$ cat src/rtl/keypad_pkg.sv
// Shared state encoding, key-code type, idle/reset constants and small helpers
// for the 4x4 keypad scanner.
package keypad_pkg;

   typedef enum logic [1:0] {
      SCAN,
      DEB_PRESS,
      PRESSED,
      DEB_REL
   } kp_state_t;

   typedef logic [3:0] key_code_t;

   localparam logic [3:0] IDLE_COLS = 4'hF;
   localparam logic [3:0] ROW_RESET = 4'b1110;

   // Index of the lowest-numbered low bit; 0 when no bit is low.
   function automatic logic [1:0] lowest_low(input logic [3:0] v);
      logic [1:0] idx;
      idx = 2'd0;
      for (int unsigned i = 0; i < 4; i++) begin
         if (!v[3 - i]) idx = 2'(3 - i);
      end
      return idx;
   endfunction

   // Counter width able to hold the largest of the three tick counts.
   function automatic int unsigned cnt_width(input int unsigned a,
                                             input int unsigned b,
                                             input int unsigned c);
      int unsigned m;
      m = (a > b) ? a : b;
      m = (m > c) ? m : c;
      return (m < 1) ? 1 : $clog2(m + 1);
   endfunction

endpackage

$ cat src/rtl/keypad_sync.sv
// Parameterised-width two-flop synchroniser for the asynchronous keypad columns;
// resets to all ones (idle, pulled-up columns).
module keypad_sync #(
   parameter int unsigned WIDTH = 4
) (
   input  logic             clk,
   input  logic             rst,
   input  logic [WIDTH-1:0] d,
   output logic [WIDTH-1:0] q
);

   logic [WIDTH-1:0] meta;

   always_ff @(posedge clk) begin
      if (!rst) begin
         meta <= '1;
         q    <= '1;
      end else begin
         meta <= d;
         q    <= meta;
      end
   end

endmodule

$ cat src/rtl/keypad_scanner.sv
// 4x4 matrix keypad scanner: row walk, per-press debounce, sticky valid/ack key
// handshake with overrun flag. Define KEYPAD_REPEAT_EN to build auto-repeat.
module keypad_scanner
   import keypad_pkg::*;
#(
   parameter int unsigned SCAN_DIV_W   = 16,
   parameter int unsigned DEBOUNCE_N   = 4,
   parameter int unsigned REPEAT_DELAY = 64,
   parameter int unsigned REPEAT_RATE  = 16
) (
   input  logic       clk,
   input  logic       rst,
   input  logic [3:0] col_in,
   output logic [3:0] row_out,
   output logic [3:0] key_code,
   output logic       key_valid,
   input  logic       key_ack,
   output logic       key_down,
   output logic       overrun
);

   // One tick counter serves both debounce and (optionally) repeat timing.
   localparam int unsigned      CNT_W    = cnt_width(DEBOUNCE_N, REPEAT_DELAY, REPEAT_RATE);
   localparam logic [CNT_W-1:0] DEB_LAST = CNT_W'(DEBOUNCE_N);

   logic [SCAN_DIV_W-1:0] presc;
   logic                  tick;
   logic [3:0]            cols_s;
   kp_state_t             state, state_n;
   logic [3:0]            row_n;
   logic [3:0]            pat, pat_n;
   logic [CNT_W-1:0]      cnt, cnt_n, cnt_inc;
   key_code_t             key_lat, key_lat_n;
   logic                  accept;

`ifdef KEYPAD_REPEAT_EN
   localparam logic [CNT_W-1:0] RPT_FIRST = CNT_W'(REPEAT_DELAY);
   localparam logic [CNT_W-1:0] RPT_NEXT  = CNT_W'(REPEAT_RATE);
   logic rpt_seen, rpt_seen_n;
`endif

   keypad_sync #(.WIDTH(4)) u_sync (
      .clk (clk),
      .rst (rst),
      .d   (col_in),
      .q   (cols_s)
   );

   always_ff @(posedge clk) begin
      if (!rst) presc <= '0;
      else      presc <= presc + 1'b1;
   end

   assign tick     = &presc;
   assign cnt_inc  = cnt + 1'b1;
   assign key_down = (state == PRESSED) || (state == DEB_REL);

   always_ff @(posedge clk) begin
      if (!rst) begin
         state   <= SCAN;
         row_out <= ROW_RESET;
         cnt     <= '0;
         pat     <= IDLE_COLS;
         key_lat <= '0;
      end else begin
         state   <= state_n;
         row_out <= row_n;
         cnt     <= cnt_n;
         pat     <= pat_n;
         key_lat <= key_lat_n;
      end
   end

`ifdef KEYPAD_REPEAT_EN
   always_ff @(posedge clk) begin
      if (!rst) rpt_seen <= 1'b0;
      else      rpt_seen <= rpt_seen_n;
   end
`endif

   always_comb begin
      state_n   = state;
      row_n     = row_out;
      cnt_n     = cnt;
      pat_n     = pat;
      key_lat_n = key_lat;
      accept    = 1'b0;
`ifdef KEYPAD_REPEAT_EN
      rpt_seen_n = rpt_seen;
`endif
      if (tick) begin
         unique case (state)
            SCAN: begin
               if (cols_s != IDLE_COLS) begin
                  state_n   = DEB_PRESS;
                  cnt_n     = CNT_W'(1);
                  pat_n     = cols_s;
                  key_lat_n = {lowest_low(row_out), lowest_low(cols_s)};
               end else begin
                  row_n = {row_out[2:0], row_out[3]};
               end
            end
            DEB_PRESS: begin
               // A mismatch drops back to SCAN on the same row: no rotation this tick.
               if (cols_s != pat) begin
                  state_n = SCAN;
                  cnt_n   = '0;
               end else if (cnt_inc == DEB_LAST) begin
                  state_n = PRESSED;
                  cnt_n   = '0;
                  accept  = 1'b1;
`ifdef KEYPAD_REPEAT_EN
                  rpt_seen_n = 1'b0;
`endif
               end else begin
                  cnt_n = cnt_inc;
               end
            end
            PRESSED: begin
               if (cols_s == IDLE_COLS) begin
                  state_n = DEB_REL;
                  cnt_n   = CNT_W'(1);
`ifdef KEYPAD_REPEAT_EN
                  rpt_seen_n = 1'b0;
               end else if (cnt_inc == (rpt_seen ? RPT_NEXT : RPT_FIRST)) begin
                  cnt_n      = '0;
                  rpt_seen_n = 1'b1;
                  accept     = 1'b1;
               end else begin
                  cnt_n = cnt_inc;
`endif
               end
            end
            DEB_REL: begin
               if (cols_s != IDLE_COLS) begin
                  state_n = PRESSED;
                  cnt_n   = '0;
               end else if (cnt_inc == DEB_LAST) begin
                  state_n = SCAN;
                  cnt_n   = '0;
               end else begin
                  cnt_n = cnt_inc;
               end
            end
         endcase
      end
   end

   // An ack coinciding with an accept consumes the old key, so the new one replaces it.
   always_ff @(posedge clk) begin
      if (!rst) begin
         key_code  <= '0;
         key_valid <= 1'b0;
         overrun   <= 1'b0;
      end else if (accept) begin
         if (!key_valid || key_ack) begin
            key_code  <= key_lat;
            key_valid <= 1'b1;
            overrun   <= 1'b0;
         end else begin
            overrun <= 1'b1;
         end
      end else if (key_ack && key_valid) begin
         key_valid <= 1'b0;
         overrun   <= 1'b0;
      end
   end

endmodule

$ cat config.mk
export PLATFORM = sky130hd
export DESIGN_NAME = keypad_scanner
export DESIGN_NICKNAME = d
export VERILOG_FILES = /design/src/rtl/keypad_pkg.sv /design/src/rtl/keypad_sync.sv /design/src/rtl/keypad_scanner.sv
export SDC_FILE = /design/constraint.sdc
export NUM_CORES = 1
export LEC_CHECK = 0
export CORE_MARGIN = 2
export CORE_UTILIZATION = 55
export DETAILED_ROUTE_END_ITERATION = 10
export HOLD_SLACK_MARGIN = 0.06
export PLACE_DENSITY = 0.82
export SLEW_MARGIN = 20
export SYNTH_ARGS = -nofsm -noshare
export SYNTH_HDL_FRONTEND = slang
export SYNTH_SLANG_ARGS = --single-unit
$ cat constraint.sdc
create_clock -name clk -period 3.06 [get_ports clk]
set_input_delay 0.612 -clock clk [delete_from_list [all_inputs] [get_ports clk]]
set_output_delay 0.612 -clock clk [all_outputs]
set_load 0.05 [all_outputs]
* Word-level counts from Yosys, hierarchy flattened
Cells that the tools add are included.
** Storage, ports and cells
- Bits in registers :: 51
- Input bits :: 7
- Logic and storage cells :: 69
- Output and inout bits :: 11
** Cells by class
- Add/subtract/negate cells :: 2
- Equal/unequal tests :: 12
- Reductions and logical operators :: 13
- Multiplexer cells :: 30
- Bitwise gates (word level) :: 1
** Operators by type and width (count)
- $reduce_and A18 Y1 :: 3
- $mux W7 :: 5
- $mux W2 :: 14
- $pmux W7 S4 :: 1
- $reduce_and A20 Y1 :: 1
- $add A16 B1 Y16 const B :: 1
- $reduce_and A16 Y1 :: 1
- $mux W1 :: 9
- $pmux W2 S4 :: 1
- $add A7 B1 Y7 const B :: 1
- $eq A7 B3 Y1 const B :: 1
- $eq A2 B2 Y1 const B :: 2
- $eq A4 B4 Y1 const B :: 1
- $ne A2 B1 Y1 const B :: 2
- $ne A4 B4 Y1 :: 1
- $ne A4 B4 Y1 const B :: 1
- $reduce_and A2 Y1 :: 2
- $ne A3 B1 Y1 const B :: 1
- $ne A3 B3 Y1 const B :: 1
- $eq A2 B1 Y1 const B :: 1
- $logic_not A2 Y1 :: 1
- $logic_or A1 B1 Y1 :: 2
- $ne A2 B2 Y1 const B :: 1
- $reduce_bool A2 Y1 :: 1
- other kinds (3) :: 3

* Depth between registers and ports, before layout
Gate-level depths: netlist of the first run.
- Depth after elaboration :: 8
- Mapped depth :: 7
- Gate-level depth less buffers :: 6

* Cells and area by module
From an unflattened synthesis of the first run, not the netlist that was laid out.
** Unflattened totals
- Cells, all modules :: 252
- Area, all modules :: 2328.5 um^2
** Modules (own cells, without submodules)
- keypad_scanner :: instances 1, cells each 236, area an instance 2118.3 um^2, seq. area each 860.8 um^2
- keypad_sync :: instances 1, cells each 16, area an instance 210.2 um^2, seq. area each 160.2 um^2

* Worst setup path before layout of the first run
OpenSTA, ideal clock, no wires.
- Path kind :: register -> register
- From :: register cnt[0]
- To :: register cnt[0]
- Setup time :: 87 ps
- Path buffers :: 1
- Slack :: 1191 ps
- Clock period less this slack :: 1869 ps
- Data arrival time :: 1783 ps
- Stages on the path, launching flop included :: 7
- Required time :: 2973 ps
- Cell sequence :: dfxtp_1 nand3_1 or3_4 and4_1 buf_6 or3_1 a221oi_2
** Between the ends
- Cells in the longest elaborated chain, start to end :: 5
- Elaborated cells on any way between the ends :: 6
- Classes of those cells :: add/sub (1); eq/ne (1); mux (4)
** Ends and longest elaborated chain
- from (decl) :: line keypad_scanner.sv:32 : logic [CNT_W-1:0] cnt, cnt_n, cnt_inc;
- from (signal assigned) :: line keypad_scanner.sv:68 : cnt <= cnt_n;
- $add A7 B1 Y7 * :: line keypad_scanner.sv:55 : assign cnt_inc = cnt + 1'b1;
- $eq A7 B3 Y1 :: line keypad_scanner.sv:108, keypad_scanner.sv:138
- $mux W7 * :: line keypad_scanner.sv:108, keypad_scanner.sv:138
- $mux W7 (on tied branches) :: line keypad_scanner.sv:135, keypad_scanner.sv:105
- $pmux W7 S4 * :: line keypad_scanner.sv:92 : unique case (state)
Mark *: on every way between the ends. The rest lies on a longest branch, timed or not.
A chain may end at the register's enable or synchronous reset.

* Worst setup path after layout of the first run
- From :: register state[1]
- To :: output key_down
** Between the ends
- Cells in the longest elaborated chain, start to end :: 2
- Elaborated cells on any way between the ends :: 3
- Classes of those cells :: eq/ne (2); reduce/logical (1)
** Ends and longest elaborated chain
- from (decl) :: line keypad_scanner.sv:29 : kp_state_t state, state_n;
- from (signal assigned) :: line keypad_scanner.sv:66 : state <= state_n;
- $eq A2 B2 Y1 :: line keypad_scanner.sv:56 : assign key_down = (state == PRESSED) || (state == DEB_REL);
- $logic_or A1 B1 Y1 * :: line keypad_scanner.sv:56
- to (decl) :: line keypad_scanner.sv:18 : output logic key_down,
Marks and branches as above.

==> results.py, run 1 <==
metrics = {
    "critical_path": {
        "cp-start-kind": "flop",
        "cp_slowest_stage_delay_ps": 880,
        "crit_start": "state[1]$_SDFFE_PN0P_",
        "required_ps": 2450,
        "crit_type": "flop to output pin",
        "critPathMaxFanout": 9,
        "crit_chain": "clkdlybuf4s50_1",
        "crit_family": "buffers and inverters",
        "arrival_ps": 1720,
        "end_kind": "output pin",
        "r2r-start": "cnt[0]$_SDFFE_PN0P_",
        "cp_slowest_cell": "clkdlybuf4s50_1",
        "cp_num_buf_inv": 1,
    },
    "yosys": {
        "synth_top_area_share_pct": 44.4,
        "syn-cell-area_mm2": 0.00230,
        "synth_ff_type": "dfxtp_1",
        "synth_edf_count": 0,
        "ys_async_sr_fraction_pct": 0,
        "yosysTopAreaCell": "dfxtp_1",
        "avgSynthCellArea_um2": 8.77,
        "syn_nets": 272,
        "synthTopCellsByArea": "dfxtp_1 (44%), nand2_1 (4.9%), xor2_1 (3.8%), nand2b_1 (3.5%), nor2_1 (3.4%)",
        "yosysMostFrequentCell": "dfxtp_1",
        "yosysWarnings": 0,
        "synth_seq_cells": 51,
        "synth_common_cells": "dfxtp_1 (51), nand2_1 (30), nor2_1 (21)",
        "synth.distinct_cells": 46,
        "synthCells": 262,
        "ys_seq_area_share_pct": 44.4,
    },
    "clocking": {
        "cts.hold.buffers_added": 0,
        "cts_made_buffers": 5,
        "post_cts_buffers": 0,
        "clkSinkCount": 51,
        "htreeDepth": 2,
        "cts_tree": "built",
        "cts-root-buf": "clkbuf_8",
        "cts-resized-gates": 0,
        "clock_latency_ps": 310,
        "clk_pin_slew_worst_paths_ps": 90,
        "cts_buffer_depth": 2,
    },
    "detailed_routing": {
        "drc_errors": 0,
        "viasPerCell": 5.71,
        "vias": 1874,
        "first_iter_violations": 118,
        "wl_per_cell_um": 13.8,
        "wirelength_mm": 4.52,
        "antenna_left": 0,
        "first_pass_iters": 4,
    },
    "place": {
        "place_congestion": 0.780,
        "io_buffers": 17,
        "hpwl_mm": 3.17,
        "dp_cells": 320,
    },
    "floorplanning": {
        "fp.coreArea_mm2": 0.00400,
        "die_y_um": 68.6,
        "die_w_um": 68.6,
        "rows": 23,
        "dieArea_mm2": 0.00471,
        "pin_count": 18,
        "start_util_pct": 57.4,
    },
    "sta": {
        "relSlewSlack_pct": 61.6,
        "skew_ps": 5.33,
        "holdWs_ps": 414,
        "setup_violations": 0,
        "post-route-min-period_ps": 2330,
        "hold_violations": 0,
        "tightest_slew_ps": 562,
        "setup_tns_ps": 0,
        "rsz0062_at_grt": "false",
        "slew_viol_final": 0,
        "max_freq_ghz": 0.429,
        "period_share_pct": 76.1,
    },
    "job": {
        "max-cap-violations": 0,
    },
    "cells_and_area": {
        "fillCellCount": 368,
        "fin_cells": 328,
        "fin_nets": 287,
        "diodes": 0,
        "drive_above_1_share_pct": 6.83,
        "area_growth_pct": 13.7,
    },
    "grt": {
        "track_usage_pct": 21.2,
        "first_global_vias": 1709,
        "grt_max_degree": 30,
        "grt_overflow": 0,
        "grt_pass1_wl_mm": 7.47,
        "antenna_found_initial": 0,
    },
    "status": {
        "outcome": "finished, final reports clean",
    },
    "hold_path": {
        "hp-class": "flop to flop",
        "worstHoldStart": "u_sync.meta[3]$_SDFF_PN1_",
    },
    "power": {
        "power_density_mw_per_mm2": 460,
        "leakagePower_uw": 0.000958,
        "ir_worst_vdd_mv": 0.373,
    },
}
-- final cells by class --
cell class	count	area [um2]	area share, %
Multi-Input combinational cell	192	1200	45.8
Sequential cell	51	1020	39.1
Timing Repair Buffer	19	185	7.09
Clock buffer	5	68.8	2.63
Tap cell	50	62.6	2.39
Clock inverter	3	47.5	1.82
Inverter	8	30.0	1.15
-- layout by cell type, fill, tap and decap left out, drive strengths merged, types with 4 or more instances in the layout --
cell type / Yosys / layout
dfxtp: 51 / 51
nand2: 30 / 30
clkbuf: 9 / 5
nor2: 21 / 21
nand4: 13 / 13
o31ai: 5 / 5
clkdlybuf4s50: 0 / 17
o211ai: 4 / 4
xnor2: 8 / 8
nand3: 15 / 15
and2: 5 / 5
nor3: 7 / 7
inv: 8 / 9
a21oi: 14 / 14
and4: 4 / 4
nand2b: 13 / 13
and3: 5 / 5
xor2: 10 / 10
o21ai: 4 / 4
-- power breakdown --
part | switching, uW | total (uW) | internal [uW]
clock | 230 | 478 | 248
combinational | 27.3 | 47.6 | 20.2
sequential | 5.59 | 677 | 671
-- metal layers --
layer / vias up / share of wire [%] / global-route usage, %
met5: - / 0 / 0
met4: 0 / 1.4 / 7.25
met3: 7 / 3.9 / 4.87
met2: 26 / 49 / 36.3
met1: 883 / 46 / 25.9
li1: 958 / - / -
-- stage by stage --
step / setup slack, ps / util, % / power (uW) / cell area [um2]
6_report: 731 / 65.3 / 1200 / 2610
5_1_grt: 690 / 65.3 / 1240 / 2610
4_1_cts: 730 / 65.3 / 1210 / 2610
3_5_place_dp: 1010 / 62.4 / 740 / 2500
3_3_place_gp: 1010 / 62.4 / 737 / 2500
2_1_floorplan: 1190 / - / 722 / 2300
-- final timing paths --
check                           end  slack [ps]  cells past startpoint
max                        key_down         730                      1
min          u_sync.q[3]$_SDFF_PN1_         410                      1
max reg2reg    overrun$_SDFFE_PN0P_         960                      6
min reg2reg  u_sync.q[3]$_SDFF_PN1_         410                      1
-- kinds of logic (layout without fill, tap and decap cells) --
kind of cell,Yosys count,in the layout,synth area share [%]
AND/OR/NAND/NOR,125,125,29.3
flip-flops,51,51,44.4
AO/OA/AOI/OAI,43,43,13.0
buffers and inverters,19,35,3.43
XOR/XNOR,18,18,6.86
adder cells (fa/ha/maj),3,3,1.63
multiplexers,3,3,1.31
-- state kept, by name, indices dropped and copies added, names as in the netlist --
name         flops
cnt              7
key_lat          4
u_sync.meta      4
overrun          1
pat              4
key_valid        1
presc           16
state            2
u_sync.q         4
key_code         4
row_out          4
(Power assumes the default switching activity.)
==> inputs of run 2 (changes only) <==
clock period = 2.4 ns   (was 3.06 ns; I/O delays follow)
==> run 2 against run 1 <==
  * Total power up 19%
  * Clock power rose by 6.9%
  * First-iteration DRC count up 5.1%
  * Utilization decreased by 0.062 points
  * Wire length fell by 3.1%
  * Combinational power is 27% higher
  * Via count shrank 0.43%
  * Count of clock-buffer cells in the layout increased by 1
  * Global-route usage decreased by 0.61 points
  * Critical path depth did not move
  * Largest power group unchanged
==> results.py, run 2 (synthesis gave the netlist of run 1 again) <==
metrics = {
    "job": {
        "max-cap-violations": 0,
    },
    "critical_path": {
        "arrival_ps": 1700,
        "cp-start-kind": "flop",
        "crit_family": "buffers and inverters",
        "crit_type": "flop to output pin",
        "required_ps": 1920,
        "reg2reg_depth": 5,
        "cp_slowest_stage_delay_ps": 870,
        "end_kind": "output pin",
        "crit_chain": "clkdlybuf4s50_1",
        "worst-path-stages": 1,
        "critPathMaxFanout": 9,
        "cp_num_buf_inv": 1,
        "cp_slowest_cell": "clkdlybuf4s50_1",
    },
    "place": {
        "hpwl_mm": 3.11,
        "dp_slack_ps": 423,
        "io_buffers": 17,
        "place_congestion": 0.819,
    },
    "cells_and_area": {
        "top_regs": "presc (16), cnt (7)",
        "drive_above_1_share_pct": 7.50,
        "area_growth_pct": 13.6,
        "final_common_cell": "dfxtp_1",
        "fillCellCount": 358,
        "top_register": "presc",
        "largest_register_ffs": 16,
        "fin_nets": 289,
        "mostFrequentLayoutCells": "dfxtp_1 (51), nand2_1 (30), nor2_1 (21)",
        "diodes": 0,
    },
    "sta": {
        "hold_violations": 0,
        "max_freq_ghz": 0.459,
        "layout_setup_ws_ps": 221,
        "setup_tns_ps": 0,
        "period_share_pct": 90.8,
        "relSlewSlack_pct": 64.9,
        "post-route-min-period_ps": 2180,
        "setup_violations": 0,
        "rsz0062_at_grt": "false",
        "skew_ps": 12.3,
        "slew_viol_final": 0,
        "tightest_slew_ps": 513,
    },
    "grt": {
        "grt_max_degree": 30,
        "grt_overflow": 0,
        "first_global_vias": 1609,
        "antenna_found_initial": 0,
        "track_usage_pct": 20.5,
        "grt_pass1_wl_mm": 7.20,
    },
    "clocking": {
        "post_cts_buffers": 0,
        "cts.hold.buffers_added": 0,
        "clk_pin_slew_worst_paths_ps": 100,
        "cts_made_buffers": 5,
        "clock_latency_ps": 310,
        "cts-root-buf": "clkbuf_8",
        "htreeDepth": 2,
        "cts-resized-gates": 0,
        "clkSinkCount": 51,
        "cts_buffer_depth": 2,
        "cts_tree": "built",
    },
    "power": {
        "ir_worst_vdd_mv": 0.354,
        "power_density_mw_per_mm2": 550,
        "leakagePower_uw": 0.000956,
    },
    "status": {
        "outcome": "finished, final reports clean",
    },
    "detailed_routing": {
        "drc_errors": 0,
        "viasPerCell": 5.65,
        "first_pass_iters": 4,
        "met3_length_um": 203,
        "wirelength_mm": 4.38,
        "routed-wl-met2_mm": 2.02,
        "wl_per_cell_um": 13.3,
        "dr.max_layer_used": "met4",
        "drt-met1-wl_mm": 2.10,
        "first_iter_violations": 124,
        "vias": 1866,
        "antenna_left": 0,
    },
    "floorplanning": {
        "rows": 23,
        "fp.coreArea_mm2": 0.00400,
        "dieArea_mm2": 0.00471,
        "die_y_um": 68.6,
        "start_util_pct": 57.4,
        "die_w_um": 68.6,
        "pin_count": 18,
    },
    "hold_path": {
        "min_path_cells": 1,
        "hp-class": "flop to flop",
    },
}
-- run 2: changes by cell type in the layout (fill, tap and decap cells not counted) --
cell        previous run  this run
inv_6                  1         0
bufinv_16              1         0
buf_4                  2         4
clkinvlp_4             0         1
clkbuf_8               5         6
-- run 2: layer usage --
layer,vias to the layer above,track usage (%)
li1,963,-
met1,860,27.6
met2,37,31.7
met3,6,5.36
met4,0,7.50
met5,-,0
-- run 2: final cells by class --
type,instances,area [um2],area share (%)
Timing Repair Buffer,21,200,7.67
Inverter,8,30.0,1.15
Clock inverter,2,16.3,0.623
Multi-Input combinational cell,192,1200,45.9
Tap cell,50,62.6,2.40
Clock buffer,6,82.6,3.16
Sequential cell,51,1020,39.1
-- run 2: path summary, 6_finish.rpt --
kind | from | endpoint | slack, ps
setup / recovery | state[1]$_SDFFE_PN0P_ | key_down | 220
hold / removal | u_sync.meta[3]$_SDFF_PN1_ | u_sync.q[3]$_SDFF_PN1_ | 410
setup reg to reg | u_sync.q[3]$_SDFF_PN1_ | cnt[0]$_SDFFE_PN0P_ | 400
hold reg to reg | u_sync.meta[3]$_SDFF_PN1_ | u_sync.q[3]$_SDFF_PN1_ | 410
-- run 2: through the flow --
stage,area (um2),utilization [%],std cells,total power [uW],hold slack (ps)
floorplan,2300,-,262,920,386
global placement,2510,62.8,322,941,388
detailed placement,2510,62.8,322,943,394
CTS,2610,65.2,330,1440,415
global route,2610,65.2,330,1490,434
finish,2610,65.2,330,1430,413
-- run 2: worst reg2reg max path: cells and delay by family, from the launching register on --
family           cells  cell delay, ps
AND/OR/NAND/NOR      2             880
XOR/XNOR             1             150
flip-flops           1             350
AO/OA/AOI/OAI        2             540
-- run 2: report_power, final --
| group | switching (uW) | leakage (uW) | total (uW) | internal [uW] |
|---|---|---|---|---|
| clock | 276 | 0.0000474 | 511 | 235 |
| combinational | 35.1 | 0.000495 | 60.6 | 25.6 |
| sequential | 6.70 | 0.000414 | 863 | 856 |
| total | 318 | 0.000956 | 1430 | 1120 |
